[src/rtl/cbus_arbiter.sv]
// cbus_arbiter: locking N-to-1 arbiter for the cached bus (CBus).
// One master is granted and keeps the bus until its transaction ends with
// ready && last. After that the arbiter spends one IDLE cycle re-arbitrating.
// Configuration macro CBUS_ARBITER_RR_EN:
//   defined   - round-robin arbitration; priority pointer advances past the
//               master that just completed.
//   undefined - fixed priority; lowest index wins (pointer tied to 0).

package cbus_pkg;

  typedef struct packed {
    logic        valid;
    logic        write;
    logic [15:0] addr;
    logic [31:0] data;
  } cbus_req_t;

  typedef struct packed {
    logic        ready;
    logic        last;
    logic [31:0] data;
  } cbus_resp_t;

endpackage

module cbus_arbiter
  import cbus_pkg::*;
#(
  parameter  int NUM_INPUTS = 2,
  localparam int IDX_W      = (NUM_INPUTS > 1) ? $clog2(NUM_INPUTS) : 1
) (
  input  logic                        clk,
  input  logic                        resetn,
  input  cbus_req_t [NUM_INPUTS-1:0]  ireqs,
  output cbus_resp_t [NUM_INPUTS-1:0] iresps,
  output cbus_req_t                   oreq,
  input  cbus_resp_t                  oresp,
  output logic                        busy,
  output logic [IDX_W-1:0]            grant_idx
);

  typedef enum logic {
    IDLE = 1'b0,
    BUSY = 1'b1
  } state_t;

  localparam logic [IDX_W-1:0] LAST_IDX = IDX_W'(NUM_INPUTS - 1);

  state_t           state;
  state_t           state_next;
  logic [IDX_W-1:0] grant_next;
  logic [IDX_W-1:0] ptr;
  logic [IDX_W-1:0] winner;
  logic             found;
  logic [IDX_W-1:0] cand;
  int               sum;

`ifdef CBUS_ARBITER_RR_EN
  logic [IDX_W-1:0] ptr_next;

  // Priority pointer register; only advances on transaction completion.
  always_ff @(posedge clk or negedge resetn) begin
    if (!resetn) begin
      ptr <= '0;
    end else begin
      ptr <= ptr_next;
    end
  end
`else
  assign ptr = '0;
`endif

  // FSM state and grant index register.
  always_ff @(posedge clk or negedge resetn) begin
    if (!resetn) begin
      state     <= IDLE;
      grant_idx <= '0;
    end else begin
      state     <= state_next;
      grant_idx <= grant_next;
    end
  end

  // Scan from ptr upward with explicit wrap so non-power-of-two counts work.
  always_comb begin
    winner = '0;
    found  = 1'b0;
    cand   = '0;
    sum    = 0;
    for (int k = 0; k < NUM_INPUTS; k++) begin
      sum = int'(ptr) + k;
      if (sum >= NUM_INPUTS) begin
        sum = sum - NUM_INPUTS;
      end
      cand = IDX_W'(sum);
      if (!found && ireqs[cand].valid) begin
        found  = 1'b1;
        winner = cand;
      end
    end
  end

  // Next-state logic and the combinational request/response muxing.
  always_comb begin
    state_next = state;
    grant_next = grant_idx;
`ifdef CBUS_ARBITER_RR_EN
    ptr_next   = ptr;
`endif
    oreq       = '0;
    iresps     = '0;
    unique case (state)
      IDLE: begin
        if (found) begin
          grant_next = winner;
          state_next = BUSY;
        end
      end
      BUSY: begin
        oreq              = ireqs[grant_idx];
        iresps[grant_idx] = oresp;
        if (oresp.ready && oresp.last) begin
          state_next = IDLE;
`ifdef CBUS_ARBITER_RR_EN
          ptr_next   = (grant_idx == LAST_IDX) ? '0 : grant_idx + IDX_W'(1);
`endif
        end
      end
      default: state_next = IDLE;
    endcase
  end

  assign busy = (state == BUSY);

endmodule

[config.mk]
export PLATFORM = sky130hd
export DESIGN_NAME = cbus_arbiter
export DESIGN_NICKNAME = d
export VERILOG_FILES = /design/src/rtl/cbus_arbiter.sv
export SDC_FILE = /design/constraint.sdc
export NUM_CORES = 1
export LEC_CHECK = 0
export ABC_AREA = 0
export CORE_AREA = 2 2 99 101
export CTS_CLUSTER_SIZE = 12
export DETAILED_ROUTE_END_ITERATION = 8
export DIE_AREA = 0 0 101 103
export PLACE_DENSITY = 0.58
export SETUP_SLACK_MARGIN = 0.15
export SLEW_MARGIN = 5
export SYNTH_ARGS = -nofsm -noshare
export SYNTH_HDL_FRONTEND = slang
export SYNTH_SLANG_ARGS = --single-unit
[constraint.sdc]
create_clock -name clk -period 1.75 [get_ports clk]
set_clock_uncertainty 0.1 [all_clocks]
set_input_delay 0.35 -clock clk [delete_from_list [all_inputs] [get_ports clk]]
set_output_delay 0.35 -clock clk [all_outputs]
set_load 0.03 [all_outputs]
==> results.cfg, run 1 <==
[run_status]
status = finished with violations
violations = negative setup slack

[cells_and_area]
finalNetCount = 593
syn2layout_area_growth_pct = 268
antennaDiodeCount = 0
num-fill-cells = 860
final_layout_size_suffix_gt1_frac = 0.648

[placement]
place_hpwl_um = 6770
port_buffers = 255
gp_congestion = 0.867
pre_cts_ws_ns = 0.0440

[timing]
worstMarginPinSlew_ns = 0.225
fmax_ghz = 0.524
rsz0062_at_grt = yes
setup_tns_ns = -12.02
slew_viol_final = 0
timing.final.ws_setup_ns = -0.160
hold_violations = 0
max-slew-margin-rel = 0.847
fin_crit_ns = 1.91
fin_crit_sh = 1.09
finalSetupViolations = 106

[setup_path]
endpoint = iresps[22]
r2r_end = grant_idx$_DFFE_PN0P_
rrSetupSlack_ns = 0.48
worstReg2RegStart = grant_idx$_DFFE_PN0P_
worstSetupStartpoint = grant_idx$_DFFE_PN0P_
end_kind = output pin
start_kind = flop
rr_worst_depth = 3
crit_path_max_fanout = 17
cp.arrival_ns = 1.46
crit_type = flop to output pin
worstPathRequired_ns = 1.30

[routing]
wl_per_cell_um = 15.5
first_iter_violations = 44
postRouteWirelength_um = 8820
drt_pre_antenna_iters = 2
vias = 2406
viasPerCell = 4.23
drc = 0
ant_nets = 0

[power_and_ir_drop]
power_density_mw_per_mm2 = 763
leakage_nw = 2.16
power_mw = 3.78
peakVddDrop_mv = 0.379

[clocking]
clockBufferDepth = 2
cts_root_buffer = clkbuf_8
cts_tree = yes
cts_max_level = 1
cts_buffers = 3
insertion_delay_ns = 0.21
clkSinkCount = 2
cts.reportedPaths.clkPinSlew_ns = 0.03

[logic_synthesis]
syn_avg_cell_area_um2 = 6.75
syn_nets = 335
synth.distinct_cells = 18
syn-cell-area_mm2 = 0.00134
ys_ff_latch = 2
syn_inst = 199
synth_top_family_by_area = simple AND/OR/NAND/NOR gates
muxShareOfSynthArea = 0.372
ys_seq_area_frac = 0.0372
synth-compound-area-share = 0.0158
yosys_warnings = 0
synth-xor-area-share = 0
yosys.area_share.adder = 0
synth_simple_gate_area_frac = 0.472

[floorplanning]
num_rows = 36
die_h_um = 103
floorplan.initialDensity = 0.142
die_x_um = 101
die_area_mm2 = 0.0104
io_pins = 256
core_mm2 = 0.00946

[hold_path]
hold_path_class = primary input to asynchronous set/reset pin

[global_route]
grt_pass1_vias = 2410
overflow = 0
grt_use_total = 0.151
grt_first_pass_wirelength_um = 12500
antenna_found_initial = 0
grt_max_degree = 47

[run]
max_cap_violations = 0
==> worst max-delay path: stages (launching register included) <==
cell     delay (ns)
dfrtp_4        0.54
nor2b_4        0.17
buf_4          0.13
buf_12         0.14
and2_4         0.15
buf_6          0.12
==> cell usage in the layout (no fill, tap or decap), drive strengths merged <==
| master | Yosys | final |
|---|---|---|
| buf | 11 | 139 |
| clkdlybuf4s50 | 0 | 135 |
| nor2 | 51 | 51 |
| mux2i | 50 | 50 |
| and3 | 34 | 34 |
| and2 | 33 | 33 |
| clkbuf | 11 | 4 |
| nor2b | 2 | 2 |
| dfrtp | 2 | 2 |
| inv | 0 | 1 |
| nand2 | 1 | 1 |
| nor3 | 1 | 1 |
| a31oi | 1 | 1 |
| a2bb2oi | 1 | 1 |
==> how the worst min path moves through the flow <==
stage,slack [ns],cells past startpoint,end
floorplan,-0.05,0,busy$_DFF_PN0_
global route,0.21,1,busy$_DFF_PN0_
finish,0.22,1,busy$_DFF_PN0_
CTS,0.21,1,busy$_DFF_PN0_
detailed placement,0.44,1,grant_idx$_DFFE_PN0P_
global placement,0.44,1,grant_idx$_DFFE_PN0P_
==> cell usage after synthesis <==
cell / count / share of area
nor2_1: 51 / 0.14
mux2i_1: 50 / 0.37
and3_1: 34 / 0.16
and2_1: 33 / 0.15
clkbuf_1: 6 / 0.017
buf_2: 5 / 0.019
clkbuf_2: 5 / 0.019
buf_4: 4 / 0.022
dfrtp_1: 2 / 0.037
a2bb2oi_2: 1 / 0.011
a31oi_1: 1 / 0.0047
buf_12: 1 / 0.015
buf_6: 1 / 0.0084
clkinv_1: 1 / 0.0028
nand2_1: 1 / 0.0028
nor2b_1: 1 / 0.0047
nor2b_2: 1 / 0.0065
nor3_1: 1 / 0.0037
==> per-stage QoR <==
| step | cells | cell area [um^2] | utilization | hold slack [ns] |
|---|---|---|---|---|
| finish | 569 | 4950 | 0.523 | 0.217 |
| global route | 569 | 4950 | 0.523 | 0.214 |
| floorplan | 199 | 1880 | - | -0.0456 |
| detailed placement | 558 | 4320 | 0.456 | 0.435 |
| global placement | 558 | 4320 | 0.456 | 0.436 |
| CTS | 566 | 4750 | 0.502 | 0.213 |
==> routing by layer <==
metal / vias to the layer above / share of wire / track usage
li1: 1184 / - / -
met1: 1102 / 0.35 / 0.171
met2: 110 / 0.56 / 0.291
met3: 10 / 0.076 / 0.0359
met4: 0 / 0.015 / 0.0229
met5: - / 0 / 0
==> registers in the layout, indices dropped and copies added (netlist names) <==
signal	cells
busy	1
grant_idx	1
==> layout make-up <==
cell class	count	area, um^2	area share
clock buffer	3	41.3	0.00834
timing repair buffer	275	2920	0.589
sequential	2	55.1	0.0111
inverter	1	6.26	0.00126
tap	114	143	0.0288
multi-input combinational	174	1790	0.361
==> where the power goes <==
group / switching [mW] / internal (mW) / leakage, nW
sequential: 0.0238 / 0.0580 / 0.0204
combinational: 1.75 / 1.77 / 2.12
clock: 0.0337 / 0.145 / 0.0216
total: 1.81 / 1.97 / 2.16
==> kinds of logic after synthesis <==
group | count (synthesis)
muxes | 50
and+or+nand+nor | 122
AOI/OAI and AO/OA | 2
DFF | 2
buffers and inverters | 23
==> what timing repair did <==
item	in CTS	in global routing
buffers inserted	3	2
resized for setup	80	35
endpoints found under the setup margin	119	119
cloned	2	1
hold buffers	0	0
pin swaps	15	0
Note: power is estimated with default switching activity, not from simulation.
==> run 2, diff against run 1 <==
--- a/config.mk
+++ b/config.mk
@@ -7,6 +7,7 @@
 export LEC_CHECK = 0
 export ABC_AREA = 0
 export CORE_AREA = 2 2 99 101
+export CTS_BUF_LIST = sky130_fd_sc_hd__clkbuf_8 sky130_fd_sc_hd__clkbuf_16
 export CTS_CLUSTER_SIZE = 12
 export DETAILED_ROUTE_END_ITERATION = 8
 export DIE_AREA = 0 0 101 103
==> results of run 2 <==
No change in the layout: final DEF, timing and power equal those of run 1.
==> run 3, diff against run 2 <==
--- a/config.mk
+++ b/config.mk
@@ -5,13 +5,13 @@
 export SDC_FILE = /design/constraint.sdc
 export NUM_CORES = 1
 export LEC_CHECK = 0
-export ABC_AREA = 0
-export CORE_AREA = 2 2 99 101
+export CORE_AREA = 2 2 98 100
 export CTS_BUF_LIST = sky130_fd_sc_hd__clkbuf_8 sky130_fd_sc_hd__clkbuf_16
 export CTS_CLUSTER_SIZE = 12
 export DETAILED_ROUTE_END_ITERATION = 8
-export DIE_AREA = 0 0 101 103
-export PLACE_DENSITY = 0.58
+export DIE_AREA = 0 0 100 102
+export DONT_BUFFER_PORTS = 1
+export PLACE_DENSITY = 0.3
 export SETUP_SLACK_MARGIN = 0.15
 export SLEW_MARGIN = 5
 export SYNTH_ARGS = -nofsm -noshare
==> constraint.sdc (replaced) <==
create_clock -name clk -period 1.7 [get_ports clk]
set_clock_uncertainty 0.1 [all_clocks]
set_input_delay 0.34 -clock clk [delete_from_list [all_inputs] [get_ports clk]]
set_output_delay 0.34 -clock clk [all_outputs]
set_load 0.03 [all_outputs]
==> run 3 against run 2 <==
The run still ends with negative setup slack left. Critical path depth decreased by 1. Sequential cell count unchanged. Sequential share of layout area up 0.85 points. Non-clock buffer count decreased by 214. Count of clock-buffer cells in the layout stayed put. Setup slack worse by 0.0021 ns. Critical endpoint is now iresps[44].
==> results.cfg, run 3 (synthesis gave the netlist of run 1 again) <==
[global_route]
grtUsageMet2 = 0.207
grt_first_pass_wirelength_um = 7990
use_met1 = 0.103
grt_use_total = 0.101
overflow = 0
grt_busiest_layer = met2
gr-usage-met3 = 0.0178
grt_pass1_vias = 1546
antenna_found_initial = 0
grt_max_degree = 24

[run_status]
violations = negative setup slack
status = finished with violations

[placement]
post_dp_cell_area_mm2 = 0.00235
pre_cts_ws_ns = 0.0250
placed_cells = 340
gp_congestion = 0.672
place_hpwl_um = 4640
port_buffers = 0

[hold_path]
hold_path_class = primary input to flop

[timing]
fmax_ghz = 0.537
slew_viol_final = 0
finalSetupViolations = 112
max-slew-margin-rel = 0.828
fin_crit_ns = 1.86
worstMarginPinSlew_ns = 0.251
fin_crit_sh = 1.10
hold_violations = 0
rsz0062_at_grt = yes
timing.final.ws_setup_ns = -0.162

[power_and_ir_drop]
peakVddDrop_mv = 0.429
leakage_nw = 1.16
power_density_mw_per_mm2 = 1080

[setup_path]
cp.arrival_ns = 1.42
critical_path_depth = 4
rrSetupSlack_ns = 0.43
worstReg2RegStart = busy$_DFF_PN0_
crit_type = flop to output pin
crit_path_frequent_cell = buf_4
worstSetupStartpoint = grant_idx$_DFFE_PN0P_
r2r_end = busy$_DFF_PN0_
crit_slowest_cell = dfrtp_4
critPathBufInv = 3
end_kind = output pin
path_cells = buf_4, buf_12, buf_4, and3_4
endpoint = iresps[44]
crit_path_max_fanout = 12
worstPathRequired_ns = 1.26
cpLargestDelayFamily = flip-flops
rr_worst_depth = 4
start_kind = flop
slowest_delay_ns = 0.54

[clocking]
cts_buffers = 3
cts.reportedPaths.clkPinSlew_ns = 0.03
clkSinkCount = 2
cts_max_level = 1
cts_root_buffer = clkbuf_8
insertion_delay_ns = 0.21
cts_tree = yes
clockBufferDepth = 2

[run]
max_cap_violations = 0

[cells_and_area]
utilization = 0.309
syn2layout_area_growth_pct = 109
layout_commonest_cell = buf_6
finalNetCount = 379
instances_no_fill = 352
final_layout_size_suffix_gt1_frac = 0.867
antennaDiodeCount = 0
layout_common_cells = buf_6, and3_4, and2_4, nor2_2, mux2i_1
stdcell_area_mm2 = 0.00281
num-fill-cells = 949

[floorplanning]
core_mm2 = 0.00911
num_rows = 35
io_pins = 256
die_x_um = 100
die_area_mm2 = 0.0102
floorplan.initialDensity = 0.148
die_h_um = 102

[routing]
postRouteWirelength_um = 6140
vias = 1659
ant_nets = 0
drc = 0
drt_pre_antenna_iters = 2
viasPerCell = 4.71
first_iter_violations = 6
wl_per_cell_um = 17.4
run 3: area by class of cell:
| class | count | area (um^2) | area share |
|---|---|---|---|
| clock buffers | 3 | 41.3 | 0.0147 |
| flip-flops and latches | 2 | 55.1 | 0.0196 |
| repair buffers | 61 | 787 | 0.280 |
| inverters | 1 | 8.76 | 0.00312 |
| well taps | 111 | 139 | 0.0494 |
| multi-input cells | 174 | 1780 | 0.633 |
run 3: worst min path at each step:
stage	slack [ns]	cells after the start	start	endpoint
floorplan	-0.06	0	resetn	busy$_DFF_PN0_
global placement	-0.06	0	resetn	busy$_DFF_PN0_
detailed placement	-0.06	0	resetn	busy$_DFF_PN0_
CTS	0.10	1	ireqs[49]	grant_idx$_DFFE_PN0P_
global route	0.10	1	ireqs[49]	grant_idx$_DFFE_PN0P_
finish	0.10	1	ireqs[49]	grant_idx$_DFFE_PN0P_
run 3: metal layers:
| layer | vias to the layer above | wire (um) |
|---|---|---|
| met5 | - | 0 |
| met4 | 0 | 50 |
| met3 | 4 | 572 |
| met2 | 131 | 3530 |
| met1 | 768 | 1980 |
| li1 | 756 | - |
run 3: power by group:
group          leakage, nW  internal [mW]  switching [mW]
clock network       0.0216          0.150          0.0355
logic                 1.12           1.18            1.58
registers           0.0204         0.0597          0.0256
total                 1.16           1.39            1.64
run 3: repair_timing:
item	in CTS	in global routing
endpoints found under the setup margin	119	119
hold buffers	1	0
pin swaps	17	10
gates cloned	3	1
buffers inserted	2	2
endpoints found under the hold margin	2	0
gates resized for setup	51	13
run 3: per-stage QoR:
| stage | hold WS [ns] | TNS (ns) | total power [mW] |
|---|---|---|---|
| global placement | -0.0555 | 0 | 2.51 |
| CTS | 0.101 | -12.76 | 2.97 |
| global route | 0.101 | -17.60 | 3.17 |
| finish | 0.104 | -11.63 | 3.03 |
| detailed placement | -0.0555 | 0 | 2.51 |
| floorplan | -0.0556 | -0.150 | 2.10 |
